### src/rtl/boiler_stack_ctrl.sv
// ---------------------------------------------------------------------------
// boiler_stack_ctrl
//
// Colour-layer controller for one boiler in the sort game. Holds up to four
// 3-bit colour codes as a bottom-to-top stack, accepts layers through a push
// handshake and, once selected and confirmed, pours out the top run of
// same-coloured layers through a pop (pout) handshake.
//
// Optional feature macro: BOILER_SOLVED_DETECT_EN
//   defined   -> solved is registered (full and all four slots equal) and
//                blocks selection of a completed boiler
//   undefined -> solved is tied low, selection is never gated
//
// Ports
//   clk, reset            system clock, synchronous active-high reset
//   sel_btn, conf_btn     one-cycle debounced select / confirm pulses
//   push_valid/colour     incoming layer, push_ready back-pressure
//   push_err              one-cycle pulse when an illegal code was consumed
//   pout_valid/colour     outgoing layer, pout_ready from destination
//   colour1..colour4      slot codes, colour1 is the bottom
//   level, full, empty    occupancy
//   selected, confirmed   state==SEL / state==POUR, for the renderer
//   pour_count            layers sent in the current or most recent pour
//   solved                boiler complete
// ---------------------------------------------------------------------------
module boiler_stack_ctrl (
  input  logic       clk,
  input  logic       reset,
  input  logic       sel_btn,
  input  logic       conf_btn,
  input  logic       push_valid,
  input  logic [2:0] push_colour,
  output logic       push_ready,
  output logic       push_err,
  output logic       pout_valid,
  output logic [2:0] pout_colour,
  input  logic       pout_ready,
  output logic [2:0] colour1,
  output logic [2:0] colour2,
  output logic [2:0] colour3,
  output logic [2:0] colour4,
  output logic [2:0] level,
  output logic       full,
  output logic       empty,
  output logic       selected,
  output logic       confirmed,
  output logic [2:0] pour_count,
  output logic       solved
);

  localparam int DEPTH = 4;
  localparam int CW    = 3;

  typedef enum logic [1:0] {IDLE, SEL, POUR} state_e;

  state_e          state_q, state_d;
  logic [CW-1:0]   slot_q [DEPTH];
  logic [CW-1:0]   slot_d [DEPTH];
  logic [2:0]      level_q, level_d;
  logic [2:0]      pour_count_q, pour_count_d;
  logic            push_err_q, push_err_d;
  logic            solved_lock;

  logic            full_w, empty_w;
  logic [2:0]      lvl_m1;
  logic [1:0]      lvl_m2;
  logic [CW-1:0]   top_w, below_w;
  logic            push_ready_w, push_fire, push_legal, pop_fire, start_pour;

  // Occupancy, top-of-stack and the layer directly beneath it. The
  // layer beneath decides whether a pour continues after a beat.
  always_comb begin
    full_w       = (level_q == 3'd4);
    empty_w      = (level_q == 3'd0);
    lvl_m1       = level_q - 3'd1;
    lvl_m2       = level_q[1:0] - 2'd2;
    top_w        = empty_w ? '0 : slot_q[lvl_m1[1:0]];
    below_w      = (level_q >= 3'd2) ? slot_q[lvl_m2] : '0;
    push_ready_w = !full_w && (state_q != POUR);
    push_fire    = push_valid && push_ready_w;
    push_legal   = (push_colour != 3'b000) && (push_colour != 3'b111);
    pop_fire     = (state_q == POUR) && pout_ready;
    start_pour   = (state_q == SEL) && !sel_btn && conf_btn;
  end

  // State register
  always_ff @(posedge clk) begin
    if (reset) state_q <= IDLE;
    else       state_q <= state_d;
  end

  // Next-state logic. sel_btn wins over conf_btn in SEL, and an abort in
  // POUR still lets a same-cycle handshake complete in the datapath.
  always_comb begin
    state_d = state_q;
    unique case (state_q)
      IDLE: if (sel_btn && !empty_w && !solved_lock) state_d = SEL;
      SEL: begin
        if (sel_btn)       state_d = IDLE;
        else if (conf_btn) state_d = POUR;
      end
      POUR: begin
        if (sel_btn) state_d = IDLE;
        else if (pop_fire) begin
          if ((level_q >= 3'd2) && (below_w == top_w)) state_d = POUR;
          else                                         state_d = IDLE;
        end
      end
      default: state_d = IDLE;
    endcase
  end

  // Datapath next values. Push and pop are mutually exclusive because
  // push_ready is low throughout POUR.
  always_comb begin
    slot_d       = slot_q;
    level_d      = level_q;
    pour_count_d = pour_count_q;
    push_err_d   = push_fire && !push_legal;
    if (push_fire && push_legal) begin
      slot_d[level_q[1:0]] = push_colour;
      level_d              = level_q + 3'd1;
    end else if (pop_fire) begin
      slot_d[lvl_m1[1:0]] = '0;
      level_d             = lvl_m1;
    end
    if (start_pour)    pour_count_d = 3'd0;
    else if (pop_fire) pour_count_d = pour_count_q + 3'd1;
  end

  // Datapath registers
  always_ff @(posedge clk) begin
    if (reset) begin
      for (int i = 0; i < DEPTH; i++) slot_q[i] <= '0;
      level_q      <= 3'd0;
      pour_count_q <= 3'd0;
      push_err_q   <= 1'b0;
    end else begin
      slot_q       <= slot_d;
      level_q      <= level_d;
      pour_count_q <= pour_count_d;
      push_err_q   <= push_err_d;
    end
  end

`ifdef BOILER_SOLVED_DETECT_EN
  logic solved_q;

  // Completion is judged from the registered slots, so it trails the
  // change that causes it by one cycle.
  always_ff @(posedge clk) begin
    if (reset) solved_q <= 1'b0;
    else       solved_q <= full_w && (slot_q[0] == slot_q[1]) &&
                           (slot_q[1] == slot_q[2]) && (slot_q[2] == slot_q[3]);
  end

  always_comb begin
    solved_lock = solved_q;
    solved      = solved_q;
  end
`else
  always_comb begin
    solved_lock = 1'b0;
    solved      = 1'b0;
  end
`endif

  // Output decode, purely from registers
  always_comb begin
    push_ready  = push_ready_w;
    push_err    = push_err_q;
    pout_valid  = (state_q == POUR);
    pout_colour = top_w;
    colour1     = slot_q[0];
    colour2     = slot_q[1];
    colour3     = slot_q[2];
    colour4     = slot_q[3];
    level       = level_q;
    full        = full_w;
    empty       = empty_w;
    selected    = (state_q == SEL);
    confirmed   = (state_q == POUR);
    pour_count  = pour_count_q;
  end

endmodule

### config.mk
export PLATFORM = sky130hd
export DESIGN_NAME = boiler_stack_ctrl
export DESIGN_NICKNAME = d
export VERILOG_FILES = /design/src/rtl/boiler_stack_ctrl.sv
export SDC_FILE = /design/constraint.sdc
export NUM_CORES = 1
export LEC_CHECK = 0
export ABC_CLOCK_PERIOD_IN_PS = 2000
export BUFFER_PORTS_ARGS = -buffer_cell sky130_fd_sc_hd__buf_2
export CORE_ASPECT_RATIO = 0.75
export CORE_MARGIN = 3
export CORE_UTILIZATION = 35
export DETAILED_ROUTE_END_ITERATION = 12
export MAX_ROUTING_LAYER = met4
export PLACE_DENSITY_LB_ADDON = 0.08
export SYNTH_ARGS = -nofsm -noshare
export SYNTH_HDL_FRONTEND = slang
export SYNTH_SLANG_ARGS = --single-unit
### constraint.sdc
create_clock -name clk -period 2 [get_ports clk]
set_input_delay 0.2 -clock clk [delete_from_list [all_inputs] [get_ports clk]]
set_output_delay 0.2 -clock clk [all_outputs]
set_load 0.1 [all_outputs]
Word level (Yosys, flattened, before mapping). Cells that the tools add are included.

Logic and storage cells: 78. Flip-flop bits (word level): 21. Output and inout bits: 29. Input port bits: 9.

Add/subtract/negate cells: 4. Mux-type cells: 24. Bitwise gates (word level): 5. Reduce and logical (&&, ||, !) cells: 22. Order comparisons: 6. Equality and inequality tests: 9.

Operator list (count): $mux 3 (10); $mux 12 (2); $and 12x12->12 (1); $bmux 3 s2 (2); $bwmux 12 (1); $demux 3 s2 (2); $logic_and 1x1->1 (12); $mux 2 (6); $not 12->12 (1); $ge 3x3->1 const B (3); $not 2->3 (3); $add 3x1->3 const B (2); $lt 3x1->1 const B (2); $ne 3x3->1 const B (2); $pmux 2 s3 (1); $logic_not 1->1 (4); $ne 2x2->1 const B (2); $eq 3x3->1 (1); $eq 3x3->1 const B (1); $ge 3x2->1 const B (1); $logic_not 3->1 (1); $ne 3x2->1 const B (1); $reduce_and 3->1 (1); $reduce_bool 3->1 (1); other kinds (7) (7).

Logic depth before layout (Yosys ltp).
Depth after elaboration: 12. Depth in mapped cells: 9.

Worst setup path after synthesis. Ideal clock, no wire load.

Kind: reg2out. Start point: reg level_q[0] (netlist: level[0]). End point: out push_ready. Setup slack: -1681 ps. Arrival: 3481 ps. Buffers on the path: 1. Stages on the path, launching flop included: 7. Data required time: 1800 ps. Cell sequence: dfxtp_1 > buf_6 > inv_1 > ha_1 > nand2_1 > inv_1 > nor2_1.

Cells in the longest elaborated chain, start to end: 3.

Ends and longest elaborated chain: start, declared (line 59) `logic [2:0] level_q, level_d;`; start signal, assigned (line 140) `level_q <= level_d;`; $eq 3x3->1 (line 73) `full_w = (level_q == 3'd4);`; net full (line 43) `output logic full,`; $logic_not 1->1 (line 79) `push_ready_w = !full_w && (state_q != POUR);`; $logic_and 1x1->1 (line 79); end, declared (line 33) `output logic push_ready,`.

The timed path passes the listed nets, and every way through them passes these cells.

Worst setup path in the final report.
Start point: reg level_q[1] (netlist: level[1]). End point: out pout_colour[0].

Cells in the longest elaborated chain, start to end: 6. Elaborated cells on any way between the ends: 7.

Ends and longest elaborated chain: $sub 3x1->3 (line 75) `lvl_m1 = level_q - 3'd1;`; $not 2->3 (not written as such) (line 77) `top_w = empty_w ? '0 : slot_q[lvl_m1[1:0]];`; $bmux 3 s2 (line 77); $mux 3 (not written as such) (2 in a row) (line 77); $mux 3 * (line 77); end, declared (line 36) `output logic [2:0] pout_colour,`.

Every way passes the cells marked *; elsewhere a longest branch is shown, timed or not. The select of a mux whose other input is x is not followed.

==> flow_metrics.env <==
export IMPL_slew_viol_final=0
export IMPL_layout_drive_gt1_share=0.379
export IMPL_arrival_ns=1.79
export IMPL_cts_tree="done"
export IMPL_setup_tns_ns=0
export IMPL_first_pass_iters=4
export IMPL_timing_hold_ws_ns=0.238
export IMPL_ant_nets=0
export IMPL_seq_area_frac_synth=0.324
export IMPL_drc=0
export IMPL_place_gp_congestion=0.797
export IMPL_syn_num_nets=171
export IMPL_via_per_inst=5.21
export IMPL_hold_buffers=0
export IMPL_io_pins=38
export IMPL_synthTopCellsByArea="dfxtp_1 32%, mux4_2 8.7%, a21oi_1 7.7%"
export IMPL_grt_pass1_vias=1253
export IMPL_sw_frac_of_total=0.402
export IMPL_p_leak_nw=0.716
export IMPL_async_flop_share=0
export IMPL_n_fill_cell=341
export IMPL_grt_overflow=0
export IMPL_port_buffers=36
export IMPL_fin_skew_ns=0.00354
export IMPL_synth_common_cells="21 x dfxtp_1, 20 x a21oi_1, 18 x nand3_1"
export IMPL_min_period_over_period=0.996
export IMPL_synth_edf_count=0
export IMPL_drt_first_iter_violations=85
export IMPL_synthDominantCellAreaShare=0.324
export IMPL_initial_core_util=0.379
export IMPL_required_ns=1.80
export IMPL_cp_max_fo=3
export IMPL_dp_cells=240
export IMPL_clkPwrFrac=0.251
export IMPL_routed_wl_um=3630
export IMPL_yosysMostFrequentCell="dfxtp_1"
export IMPL_cts_buffer_depth=2
export IMPL_worst_setup_path_type="reg2out"
export IMPL_final_cells=245
export IMPL_synth_top_cell_by_area="dfxtp_1"
export IMPL_avgSynthCellArea_um2=8.36
export IMPL_endpoint_kind="primary output"
export IMPL_switchingPower_uw=464
export IMPL_grt_pass1_wl_um=6180
export IMPL_dp_hpwl_um=2770
export IMPL_cap_violations=0
export IMPL_htreeDepth=1
export IMPL_antenna_found_initial=0
export IMPL_grt_usage=0.179
export IMPL_synth_cell_type_count=33
export IMPL_cts_root_buf="clkbuf_8"
export IMPL_core_um2=3420
export IMPL_hold_class="in2reg"
export IMPL_synth_ff_type="dfxtp_1"
export IMPL_diodes=0
export IMPL_outcome="finished clean"
export IMPL_areaGrowthSynthToFinish_pct=30.8
export IMPL_die_w_um=76.3
export IMPL_clock_sinks=21
export IMPL_die_height_um=58.7
export IMPL_cts_clk_slew_worst_paths_ns=0.08
export IMPL_numCtsBuffers=3
export IMPL_synth_seq_cells=21
export IMPL_setup_viol=0
export IMPL_hold_viol=0
export IMPL_placementRows=18
export IMPL_preCtsSetupSlack_ns=0.0232
export IMPL_start_kind="flip-flop"
export IMPL_rsz0062_at_grt="true"
export IMPL_vias=1277
export IMPL_ir_drop_v=0.000333
export IMPL_fmax_mhz=502
export IMPL_avgRoutedWirePerCell_um=14.8
export IMPL_power_density_nw_per_um2=681
export IMPL_yosys_warnings=0
export IMPL_combPwrFrac=0.358
export IMPL_fin_nets=212
export IMPL_grt_max_degree=20
export IMPL_synthCells=155
export IMPL_dieArea_um2=4480
export IMPL_layout_setup_ws_ns=0.00777
export IMPL_p_int_uw=691
export IMPL_postPlaceCellArea_um2=1620
export IMPL_pwr_share_seq=0.391
export IMPL_syn_cell_area_um2=1300
export IMPL_finalCriticalPeriod_ns=1.99
export IMPL_clock_latency_ns=0.26
export IMPL_fin_area_um2=1700
[state kept, by name, indices dropped and copies added (netlist names)]
| register | count |
|---|---|
| push_err | 1 |
| colour1 | 3 |
| pour_count | 3 |
| colour3 | 3 |
| level | 3 |
| colour4 | 3 |
| colour2 | 3 |
| state_q | 2 |
[layout make-up]
| class | count | area (µm²) | area share |
|---|---|---|---|
| tap | 50 | 62.6 | 0.0369 |
| clock buffer | 4 | 45.0 | 0.0266 |
| inverter | 7 | 28.8 | 0.0170 |
| sequential | 21 | 434 | 0.256 |
| multi-input combinational | 117 | 825 | 0.486 |
| timing repair buffer | 46 | 300 | 0.177 |
[power groups by stage]
stage | clock, mW | sequential [mW] | combinational (mW)
after floorplan | 0 | 0.563 | 0.220
after global placement | 0 | 0.459 | 0.404
after detailed placement | 0 | 0.460 | 0.407
after CTS | 0.303 | 0.451 | 0.411
after global routing | 0.318 | 0.454 | 0.446
final | 0.290 | 0.451 | 0.414
[metal layers]
layer,share of wire,global-route usage,vias to the layer above
li1,-,-,639
met2,0.44,0.277,33
met1,0.50,0.242,602
met5,0,-,-
met4,0.0047,0.0362,0
met3,0.054,0.0443,3
[cells by family after synthesis]
family,Yosys count,synth area share
xor+xnor,3,0.0203
other cells,1,0.00289
mux,6,0.107
buf+inv,17,0.0685
compound gates,28,0.117
flops,21,0.324
simple gates,72,0.292
fa+ha+maj,7,0.0676
[critical path, stage by stage, from the launching register on]
cell and delay [ns]:
dfxtp_4 0.36, inv_4 0.04, ha_4 0.27, mux4_2 0.52, and2_4 0.18, buf_12 0.16
[layout by cell type (no fill, tap or decap), types with 5 or more instances in the layout]
| cell | instances |
|---|---|
| mux4_2 | 5 |
| nand3_1 | 18 |
| buf_2 | 33 |
| nand2_1 | 12 |
| a21oi_1 | 20 |
| dfxtp_1 | 14 |
| nand4_1 | 12 |
| buf_4 | 10 |
| ha_1 | 6 |
| inv_1 | 5 |
| nor2_1 | 11 |
| dfxtp_2 | 5 |
[metrics by stage]
step | utilization | power [mW]
floorplan | - | 0.783
finish | 0.495 | 1.15
global placement | 0.472 | 0.863
global route | 0.495 | 1.22
CTS | 0.489 | 1.16
detailed placement | 0.472 | 0.867
[final timing paths]
check	startpoint	end	slack [ns]	depth (start not counted)
worst max register to register	level[1]$_SDFFE_PP0P_	state_q[1]$_SDFFE_PP0P_	0.12	8
worst max-delay path	level[1]$_SDFFE_PP0P_	pout_colour[0]	0.008	5
worst min-delay path	push_colour[2]	colour1[2]$_SDFFE_PP0P_	0.24	3
worst min register to register	pour_count[1]$_SDFFE_PP0P_	pour_count[1]$_SDFFE_PP0P_	0.48	2
[what timing repair did]
action / 4_1_cts / 5_1_grt
setup endpoints to repair: 2 / 4
pin swaps: 1 / 3
gates resized for setup: 6 / 3
endpoints found under the hold margin: 0 / 0
buffers inserted: 0 / 1
Power figures use the tool's default switching activity.
